<file path="config.mk">
export PLATFORM = sky130hd
export DESIGN_NAME = tile_seq_ctrl
export DESIGN_NICKNAME = d
export VERILOG_FILES = /design/src/rtl/tile_seq_ctrl.sv
export SDC_FILE = /design/constraint.sdc
export NUM_CORES = 1
export LEC_CHECK = 0
export CORE_MARGIN = 2
export CORE_UTILIZATION = 55
export CTS_BUF_LIST = sky130_fd_sc_hd__clkbuf_2 sky130_fd_sc_hd__clkbuf_4 sky130_fd_sc_hd__clkbuf_8
export CTS_CLUSTER_DIAMETER = 60
export CTS_CLUSTER_SIZE = 16
export DETAILED_ROUTE_END_ITERATION = 7
export DONT_BUFFER_PORTS = 1
export PLACE_DENSITY = 0.68
export SLEW_MARGIN = 10
export SYNTH_ARGS = -nofsm -noshare
export SYNTH_HDL_FRONTEND = slang
export SYNTH_SLANG_ARGS = --single-unit
export TNS_END_PERCENT = 100
</file>
<file path="constraint.sdc">
create_clock -name clk -period 6.7 [get_ports clk]
set_clock_uncertainty 0.15 [all_clocks]
set_input_delay 1.005 -clock clk [delete_from_list [all_inputs] [get_ports clk]]
set_output_delay 1.005 -clock clk [all_outputs]
set_load 0.03 [all_outputs]
</file>
<file path="src/rtl/tile_seq_ctrl.sv">
// Job/tile sequencer for an N x N systolic PE array: clear, skewed feed, drain, result handshake.
// Optional busy-cycle counter on perf_cycles when TILE_SEQ_CTRL_PERF_EN is defined.
module tile_seq_ctrl #(
  parameter int unsigned N          = 4,
  parameter int unsigned K_WIDTH    = 8,
  parameter int unsigned TILE_WIDTH = 8,
  parameter int unsigned CNT_WIDTH  = 10
) (
  input  logic                  clk,
  input  logic                  rst,
  input  logic                  start,
  input  logic [K_WIDTH-1:0]    k_len,
  input  logic [TILE_WIDTH-1:0] num_tiles,
  input  logic                  res_ready,
  output logic                  busy,
  output logic                  done,
  output logic                  arr_rst_n,
  output logic [CNT_WIDTH-1:0]  feed_cnt,
  output logic [N-1:0]          row_valid,
  output logic [N-1:0]          col_valid,
  output logic [TILE_WIDTH-1:0] tile_idx,
  output logic                  res_valid
`ifdef TILE_SEQ_CTRL_PERF_EN
  ,
  output logic [31:0]           perf_cycles
`endif
);

  typedef enum logic [2:0] {StIdle, StClear, StFeed, StDrain, StResult, StDone} state_e;

  state_e                state_q, state_d;
  logic [K_WIDTH-1:0]    k_q, k_d;
  logic [TILE_WIDTH-1:0] tiles_q, tiles_d;
  logic [TILE_WIDTH-1:0] tile_idx_q, tile_idx_d;
  logic [CNT_WIDTH-1:0]  feed_cnt_q, feed_cnt_d;
  logic [N-1:0]          row_valid_q, row_valid_d;
  logic [N-1:0]          col_valid_q, col_valid_d;
  logic                  busy_q, busy_d;
  logic                  done_q, done_d;
  logic                  arr_rst_n_q, arr_rst_n_d;
  logic                  res_valid_q, res_valid_d;

  logic [CNT_WIDTH-1:0]  k_ext, feed_last, drain_last;

  assign k_ext      = CNT_WIDTH'(k_q);
  assign feed_last  = k_ext + CNT_WIDTH'(N) - CNT_WIDTH'(2);
  assign drain_last = feed_last + CNT_WIDTH'(N);

  always_comb begin
    state_d    = state_q;
    k_d        = k_q;
    tiles_d    = tiles_q;
    tile_idx_d = tile_idx_q;
    feed_cnt_d = feed_cnt_q;
    unique case (state_q)
      StIdle: begin
        if (start) begin
          if (k_len != '0 && num_tiles != '0) begin
            k_d        = k_len;
            tiles_d    = num_tiles;
            tile_idx_d = '0;
            state_d    = StClear;
          end else begin
            state_d = StDone;
          end
        end
      end
      StClear: begin
        feed_cnt_d = '0;
        state_d    = StFeed;
      end
      StFeed: begin
        feed_cnt_d = feed_cnt_q + CNT_WIDTH'(1);
        if (feed_cnt_q == feed_last) state_d = StDrain;
      end
      StDrain: begin
        feed_cnt_d = feed_cnt_q + CNT_WIDTH'(1);
        if (feed_cnt_q == drain_last) state_d = StResult;
      end
      StResult: begin
        if (res_ready) begin
          if (tile_idx_q == tiles_q - TILE_WIDTH'(1)) begin
            state_d = StDone;
          end else begin
            tile_idx_d = tile_idx_q + TILE_WIDTH'(1);
            state_d    = StClear;
          end
        end
      end
      StDone:  state_d = StIdle;
      default: state_d = StIdle;
    endcase
  end

  // Outputs are decoded from the next state so every output is a plain flop.
  always_comb begin
    busy_d      = (state_d != StIdle);
    done_d      = (state_d == StDone);
    arr_rst_n_d = (state_d != StClear);
    res_valid_d = (state_d == StResult);
    row_valid_d = '0;
    for (int i = 0; i < N; i++) begin
      row_valid_d[i] = (state_d == StFeed) && (feed_cnt_d >= CNT_WIDTH'(i)) &&
                       (feed_cnt_d < k_ext + CNT_WIDTH'(i));
    end
    col_valid_d = row_valid_d;
  end

  always_ff @(posedge clk) begin
    if (rst) begin
      state_q     <= StIdle;
      k_q         <= '0;
      tiles_q     <= '0;
      tile_idx_q  <= '0;
      feed_cnt_q  <= '0;
      row_valid_q <= '0;
      col_valid_q <= '0;
      busy_q      <= 1'b0;
      done_q      <= 1'b0;
      arr_rst_n_q <= 1'b0;
      res_valid_q <= 1'b0;
    end else begin
      state_q     <= state_d;
      k_q         <= k_d;
      tiles_q     <= tiles_d;
      tile_idx_q  <= tile_idx_d;
      feed_cnt_q  <= feed_cnt_d;
      row_valid_q <= row_valid_d;
      col_valid_q <= col_valid_d;
      busy_q      <= busy_d;
      done_q      <= done_d;
      arr_rst_n_q <= arr_rst_n_d;
      res_valid_q <= res_valid_d;
    end
  end

  assign busy      = busy_q;
  assign done      = done_q;
  assign arr_rst_n = arr_rst_n_q;
  assign feed_cnt  = feed_cnt_q;
  assign row_valid = row_valid_q;
  assign col_valid = col_valid_q;
  assign tile_idx  = tile_idx_q;
  assign res_valid = res_valid_q;

`ifdef TILE_SEQ_CTRL_PERF_EN
  logic [31:0] perf_q, perf_d;

  always_comb begin
    perf_d = perf_q;
    if (state_q == StIdle && start) begin
      perf_d = '0;
    end else if (busy_q && perf_q != '1) begin
      perf_d = perf_q + 32'd1;
    end
  end

  always_ff @(posedge clk) begin
    if (rst) perf_q <= '0;
    else     perf_q <= perf_d;
  end

  assign perf_cycles = perf_q;
`endif

endmodule

</file>
Word-level counts from Yosys, hierarchy flattened
Index checks and enable logic that the tools add are counted.
{"block": "totals", "ff_bits": 45, "latchBits": 0, "ramBits": 0, "mem_bits_ro": 0, "input_bits": 20, "out_inout_bits": 30, "elab_cells": 72, "memories": 0}
{"block": "classes", "n_addsub": 9, "multipliers": 0, "n_div": 0, "order_cmp": 8, "n_eq_ne": 15, "shifts": 0, "muxes": 13, "n_bitwise": 0, "n_reduce_logical": 17}
{"operator": "8-bit two-way mux", "count": 4}
{"operator": "10-bit by 9-bit < comparator with 1-bit output", "count": 3}
{"operator": "10-bit == test", "count": 2}
{"operator": "10-bit by 1-bit greater-or-equal comparator with 1-bit output (second input constant)", "count": 2}
{"operator": "10-bit by 2-bit greater-or-equal comparator with 1-bit output (second input constant)", "count": 2}
{"operator": "10-bit case mux with 2 select lines", "count": 1}
{"operator": "8-bit by 2-bit adder with 9-bit output (second input constant)", "count": 2}
{"operator": "3-bit two-way mux", "count": 6}
{"operator": "8-bit case mux with 2 select lines", "count": 1}
{"operator": "8-bit nonzero test", "count": 2}
{"operator": "3-bit case mux with 5 select lines", "count": 1}
{"operator": "10-bit by 1-bit adder with 10-bit output (second input constant)", "count": 1}
{"operator": "10-bit by 3-bit adder with 10-bit output (second input constant)", "count": 1}
{"operator": "10-bit by 8-bit < comparator with 1-bit output", "count": 1}
{"operator": "9-bit by 2-bit subtractor with 10-bit output (second input constant)", "count": 1}
{"operator": "8-bit by 1-bit adder with 9-bit output (second input constant)", "count": 1}
{"operator": "8-bit by 3-bit adder with 9-bit output (second input constant)", "count": 1}
{"operator": "3-bit by 2-bit == test with 1-bit output (second input constant)", "count": 3}
{"operator": "3-bit == test (second input constant)", "count": 3}
{"operator": "1-bit logical AND", "count": 9}
{"operator": "8-bit by 1-bit adder with 8-bit output (second input constant)", "count": 1}
{"operator": "8-bit == test", "count": 1}
{"operator": "2-bit != test (second input constant)", "count": 4}
{"operator": "8-bit by 1-bit subtractor with 8-bit output (second input constant)", "count": 1}
{"operator": "8 further kinds", "count": 8}

Logic depth before layout (Yosys ltp)
Gate-level depths: netlist of the first run.
{"block": "depth", "depth_word": 9, "mapped_depth": 12, "depth_no_buf": 11}

Worst setup path before layout of the first run
OpenSTA, ideal clock, no wires.
{"block": "synth_timing", "path_type": "flip-flop to flip-flop", "start": "register feed_cnt_q[0], in the netlist feed_cnt[0]", "end": "register col_valid_q[0], in the netlist col_valid[0]", "setup_time_ps": 58, "arrival_time_ps": 2713, "required_time_ps": 6492, "path_slack_ps": 3778, "path_stages_with_launch": 8, "n_path_buf": 0, "synth_period_minus_slack_ps": 2922, "cell_sequence": "dfxtp_1 > ha_1 > nand2_1 > o41ai_1 > ha_1 > a21o_1 > a2111oi_0 > o21a_1"}
{"block": "synth_via", "word_cells_on_any_way": 12, "classes_between": "add/sub: 1; order compare: 2; eq/ne: 3; mux: 4; reduce/logical: 2"}
{"item": "start, declared", "line": "35", "text": "logic [CNT_WIDTH-1:0] feed_cnt_q, feed_cnt_d;"}
{"item": "start signal, assigned", "line": "127", "text": "feed_cnt_q <= feed_cnt_d;"}
{"item": "10-bit by 1-bit adder with 10-bit output *", "line": "73, 77"}
{"item": "10-bit case mux with 2 select lines *", "line": "55", "text": "unique case (state_q)"}
{"item": "named net feed_cnt_d[6]", "line": "35"}
{"item": "10-bit by 1-bit greater-or-equal comparator with 1-bit output", "line": "103", "text": "row_valid_d[i] = (state_d == StFeed) && (feed_cnt_d >= CNT_WIDTH'(i)) &&"}
{"item": "1-bit logical AND", "line": "103"}
{"item": "1-bit logical AND *", "line": "103"}
{"item": "end signal, assigned", "line": "129", "text": "col_valid_q <= col_valid_d;"}
{"item": "end, declared", "line": "37", "text": "logic [N-1:0] col_valid_q, col_valid_d;"}
Mark *: on every way through the listed nets, which the timed path passes. The rest lies on a longest branch.
A chain may end at the register's enable or synchronous reset.

Worst setup path after layout of the first run
{"block": "layout_timing", "start": "register k_q[2]", "end": "register res_valid_q, in the netlist res_valid"}
{"block": "layout_via", "elab_chain_len": 7, "word_cells_on_any_way": 9, "classes_between": "add/sub: 3; eq/ne: 3; mux: 3"}
{"item": "start, declared", "line": "32", "text": "logic [K_WIDTH-1:0] k_q, k_d;"}
{"item": "start signal, assigned", "line": "124", "text": "k_q <= k_d;"}
{"item": "8-bit by 3-bit adder with 9-bit output *", "line": "46", "text": "assign feed_last = k_ext + CNT_WIDTH'(N) - CNT_WIDTH'(2);"}
{"item": "9-bit by 2-bit subtractor with 10-bit output *", "line": "46"}
{"item": "10-bit by 3-bit adder with 10-bit output", "line": "47", "text": "assign drain_last = feed_last + CNT_WIDTH'(N);"}
{"item": "10-bit == test", "line": "78", "text": "if (feed_cnt_q == drain_last) state_d = StResult;"}
{"item": "3-bit two-way mux", "line": "78"}
{"item": "3-bit case mux with 5 select lines *", "line": "55"}
{"item": "3-bit == test *", "line": "100", "text": "res_valid_d = (state_d == StResult);"}
{"item": "end signal, assigned", "line": "133", "text": "res_valid_q <= res_valid_d;"}
{"item": "end, declared", "line": "41", "text": "logic res_valid_q, res_valid_d;"}
Mark *: on every way between the ends. The rest lies on a longest branch, timed or not.

==> reports/metrics.cfg, run 1 <==
[timing]
slew_headroom_pct=35.9
final-hold-violation-count=0
rsz0062_at_grt=no
final.setup.tns_ps=0
fmax_ghz=0.297
drv_slew=0
setup_violations=0
setup_slack_ps=3330
period_share_pct=50.2
worstMarginPinSlew_ps=959
min_period_ps=3370
hold_ws_ps=406

[routing]
detail-route-antenna-nets=0
top_layer=met4
wl_mm=8.82
wl_met3_um=485
first_iter_violations=164
dr.pass1.iters=4
drt-wirelength-per-cell_um=17.4
via_per_inst=6.14
wirelength_met1_mm=4.16
drc=0
dr_wl_met2_mm=4.07
num_vias=3117

[setup_path]
cp.required_ps=6800
endpoint_kind=flip-flop
worstSetupPathType=flip-flop to flip-flop
cp.arrival_ps=3460
critPathLaunchType=flip-flop
crit_fanout=14

[floorplanning]
die_h_um=86.1
io_pins=50
initial_utilization_pct=57.8
num_rows=29
die_x_um=86.1
die_area_um2=7420
coreArea_um2=6420

[layout]
final_nets=490
final_cell_mix=dfxtp_1, nor2_1, ha_1
ff_latch_area_um2=901
multiInputGateArea_um2=2560
final_common_cell=dfxtp_1
drive_gt1_share_pct=4.41
n_antenna_cell=0
fillers=596
final_cell_count_no_fill=508
area_delta_synth_final_pct=1.55

[clock_network]
cts_tree=built
clkLatencyLatePin_ps=300
cts_hold_buf=0
h-tree-depth=2
postCtsSetupBuffers=0
cts_resized=0
cts-root-buf=clkbuf_8
clk_path_buf_depth=2
path_clk_slew_ps=90
cts_sinks=45
numCtsBuffers=5

[global_route]
grt_pass1_wl_mm=14.8
antenna_found_initial=0
grt_max_degree=31
grt_pass1_vias=3017
grt-ovfl-total=0
grt_use_total_pct=25.1

[placed_design]
dp_slack_ps=3190
gp_congestion=0.870
dp.cells=500
portBuffers=0
dpl.hpwl_mm=6.89

[yosys]
synth.distinct_cells=66
syn-mean-instance-area_um2=8.28
async_flop_share_pct=0
synth_area_um2=3710
syn_nets=508
synth_edf_count=0
yosys_warnings=0
synth-main-ff-cell=dfxtp_1
ys_seq_area_share_pct=24.3
syn_inst=448
synth_seq_cells=45

[status]
status=finished, final reports clean

[power]
powerDensity_nw_per_um2=169
ir_drop_uv=134
finalPower_uw=636
p_leak_nw=1.54

[worst_hold_path]
hp-class=flip-flop to flip-flop

[run]
max-cap-violations=0

==> metrics by stage <==
step / util, % / instance area, um2
after floorplan: - / 3710
after global placement: 57.3 / 3680
after detailed placement: 57.3 / 3680
after CTS: 58.7 / 3770
after global routing: 58.7 / 3770
final: 58.7 / 3770
==> synthesized netlist by cell type (9+ instances only) <==
| cell type | count | share of area, % |
|---|---|---|
| dfxtp_1 | 45 | 24 |
| nor2_1 | 44 | 4.5 |
| ha_1 | 40 | 13 |
| xnor2_1 | 32 | 7.6 |
| inv_1 | 30 | 3.0 |
| nand2_1 | 25 | 2.5 |
| a21oi_1 | 23 | 3.1 |
| mux2i_1 | 17 | 4.6 |
| nand3_1 | 14 | 1.9 |
| nor3_1 | 13 | 1.8 |
| clkbuf_1 | 12 | 1.2 |
| buf_4 | 9 | 1.8 |
==> logic make-up after synthesis <==
| logic type | after synthesis | share of synthesized area [%] |
|---|---|---|
| fa+ha+maj | 40 | 13.5 |
| compound gates | 91 | 17.2 |
| mux | 18 | 4.89 |
| simple gates | 156 | 22.2 |
| xor+xnor | 41 | 11.2 |
| flops | 45 | 24.3 |
| buf+inv | 57 | 6.81 |
==> layer usage <==
layer / track usage [%] / up-vias
li1: - / 1559
met1: 33.4 / 1464
met2: 40.6 / 86
met3: 5.58 / 8
met4: 7.65 / 0
met5: 0 / -
==> layout make-up <==
cell class | instances | area share [%]
Clock buffer | 5 | 1.83
Clock inverter | 3 | 0.564
Inverter | 31 | 3.09
Multi-Input combinational cell | 346 | 67.9
Sequential cell | 45 | 23.9
Tap cell | 77 | 2.56
Timing Repair Buffer | 1 | 0.199
==> report_power, final <==
part | total [mW] | switching, mW | internal [mW]
clock | 0.171 | 0.0964 | 0.0741
combinational | 0.147 | 0.0794 | 0.0680
sequential | 0.318 | 0.0372 | 0.281
==> path summary, 6_finish.rpt <==
path                            slack, ps  cells after the start       start         end
worst min-delay path                  410                      2  tiles_q[7]  tiles_q[7]
worst max register to register       3330                      9      k_q[2]   res_valid
worst min register to register        410                      2  tiles_q[7]  tiles_q[7]
worst max-delay path                 3330                      9      k_q[2]   res_valid
==> state kept, by name (all words and copies together), names as in the netlist <==
| name | count |
|---|---|
| k_q | 8 |
| tiles_q | 8 |
| tile_idx | 8 |
| arr_rst_n | 1 |
| state_q | 3 |
| done | 1 |
| feed_cnt | 10 |
| res_valid | 1 |
| col_valid | 4 |
| busy | 1 |
==> worst max-delay path, stage by stage, from the launching register on <==
cell,delay (ps)
dfxtp_1,660
ha_1,470
xnor2_1,190
inv_1,90
ha_1,200
nand2_1,80
or4_1,500
a211o_1,350
o32a_1,390
and3b_1,220
(Power assumes the default switching activity.)
==> run 2, diff against run 1 <==
--- a/config.mk
+++ b/config.mk
@@ -12,7 +12,7 @@
 export CTS_CLUSTER_SIZE = 16
 export DETAILED_ROUTE_END_ITERATION = 7
 export DONT_BUFFER_PORTS = 1
-export PLACE_DENSITY = 0.68
+export PLACE_DENSITY = 0.71
 export SLEW_MARGIN = 10
 export SYNTH_ARGS = -nofsm -noshare
 export SYNTH_HDL_FRONTEND = slang
==> constraint.sdc (replaced) <==
create_clock -name clk -period 3 [get_ports clk]
set_clock_uncertainty 0.15 [all_clocks]
set_input_delay 0.45 -clock clk [delete_from_list [all_inputs] [get_ports clk]]
set_output_delay 0.45 -clock clk [all_outputs]
set_load 0.03 [all_outputs]
==> reports/metrics.cfg, run 2 (synthesis results as in run 1) <==
[routing]
num_vias=3276  ; +5.1%
drc=0  ; unchanged
wl_mm=9.18  ; +4.0%
drt-wirelength-per-cell_um=16.8  ; -3.1%
detail-route-antenna-nets=0  ; unchanged
dr.pass1.iters=5  ; +1
via_per_inst=6.01  ; -2.0%
first_iter_violations=150  ; -8.5%

[setup_path]
endpoint_kind=flip-flop
critPathLaunchType=flip-flop
cp_cell_sequence=inv_1 -> ha_1 -> inv_1 -> ha_1 -> nand2_1 -> or4_1 -> a211o_1 -> o32a_1 -> and3b_1
crit_fanout=5  ; -9
path_depth=9  ; unchanged
cpLargestDelayFamily=simple AND/OR/NAND/NOR gates
cp.required_ps=3110  ; -3690 ps
r2r-end=res_valid
worstSetupStartpoint=k_q[1]
rrSetupSlack_ps=170  ; -3160 ps
rr_worst_depth=9  ; unchanged
worstSetupPathType=flip-flop to flip-flop
r2r-start=k_q[1]
cp.arrival_ps=2940  ; -520 ps
crit_buf_inv=2  ; +1
crit_slowest_cell=or4_1
slowest_delay_ps=510  ; -150 ps

[global_route]
grt-ovfl-total=0  ; unchanged
grt_max_degree=31  ; unchanged
antenna_found_initial=0  ; unchanged
grt_pass1_wl_mm=15.6  ; +4.7%
grt_pass1_vias=3278  ; +8.7%
grt_use_total_pct=26.1  ; +0.96 points

[worst_hold_path]
hold_end=feed_cnt[2]
hold_path_depth=1  ; -1
hp-start=rst
hp-class=input port to flip-flop

[clock_network]
cts_sinks=45  ; unchanged
numCtsBuffers=5  ; unchanged
cts-root-buf=clkbuf_8
path_clk_slew_ps=100  ; about the same
h-tree-depth=2  ; unchanged
clkLatencyLatePin_ps=310  ; about the same
cts_hold_buf=0  ; unchanged
clk_path_buf_depth=2  ; unchanged
cts_tree=built

[timing]
setup_violations=0  ; unchanged
worstMarginPinSlew_ps=769  ; -190 ps
final-hold-violation-count=0  ; unchanged
drv_slew=0  ; unchanged
hold_ws_ps=50.2  ; -356 ps
period_share_pct=94.3  ; +44 points
fmax_ghz=0.354  ; +19%
min_period_ps=2830  ; -537 ps
slew_headroom_pct=48.0  ; +12 points

[layout]
final_cell_mix=nor2_1, dfxtp_1, ha_1
area_delta_synth_final_pct=9.91
n_antenna_cell=0  ; unchanged
final_nets=527  ; +7.6%
drive_gt1_share_pct=13.7  ; +9.3 points
post-route-cell-area_um2=4080  ; +8.2%
largest_reg_flops=10  ; unchanged

[status]
status=finished, final reports clean

[run]
max-cap-violations=0  ; unchanged

[placed_design]
portBuffers=0  ; unchanged
dpl.hpwl_mm=7.35  ; +6.6%
placed_area_um2=3960  ; +7.6%
gp_congestion=0.915  ; +5.2%

[floorplanning]
die_area_um2=7420  ; unchanged
initial_utilization_pct=57.8  ; unchanged
coreArea_um2=6420  ; unchanged
die_h_um=86.1  ; unchanged
die_x_um=86.1  ; unchanged
num_rows=29  ; unchanged
io_pins=50  ; unchanged

[power]
powerDensity_nw_per_um2=365  ; +120%
p_leak_nw=1.74  ; +12%
ir_drop_uv=276  ; +110%

run 2: cell count changes in the layout (fill, tap and decap cells not counted), sizes merged:
cell	previous run	this run
buf	1	38
run 2: routing by layer:
metal	wire length (um)	track usage [%]	part of all wire (%)
met1	4000	33.1	44
met4	161	9.09	1.8
met3	492	4.23	5.4
met5	0	0	0
met2	4530	44.7	49
run 2: metrics by stage:
step                      util, %  setup TNS [ps]  std cells  setup WS (ps)  power (mW)
final                        63.5               0        545            171        1.49
after floorplan                 -               0        448           78.3       0.993
after global routing         63.5           -48.9        545          -48.9        1.58
after global placement       61.6               0        537            166        1.08
after CTS                    63.0               0        545           27.5        1.49
after detailed placement     61.6           -4.38        537          -4.38        1.09
run 2: power breakdown:
part	switching, mW	internal [mW]	leakage [nW]
Sequential	0.0486	0.627	0.367
Combinational	0.222	0.189	1.32
Clock	0.235	0.166	0.0445
Total	0.505	0.982	1.74
run 2: timing repair:
item                                    4_1_cts  5_1_grt
gates resized for setup                       1       10
buffers inserted                              0        0
endpoints found under the setup margin        1       13
cloned                                        0        0
pin swaps                                     0        1
run 2: cell type report:
| type | count | area [um2] |
|---|---|---|
| multi-input cells | 346 | 2580 |
| fillers | 568 | 2340 |
| flip-flops and latches | 45 | 902 |
| repair buffers | 38 | 289 |
| inverters | 31 | 116 |
| well taps | 77 | 96.3 |
| clock buffers | 5 | 68.8 |
| clock inverters | 3 | 21.3 |
run 2: worst max-delay path by stage:
stage	to	slack (ps)
2_1_floorplan	col_valid[0]	80
3_3_place_gp	res_valid	170
3_5_place_dp	tile_idx[1]	-4
4_1_cts	tile_idx[1]	30
5_1_grt	col_valid[0]	-50
6_report	res_valid	170
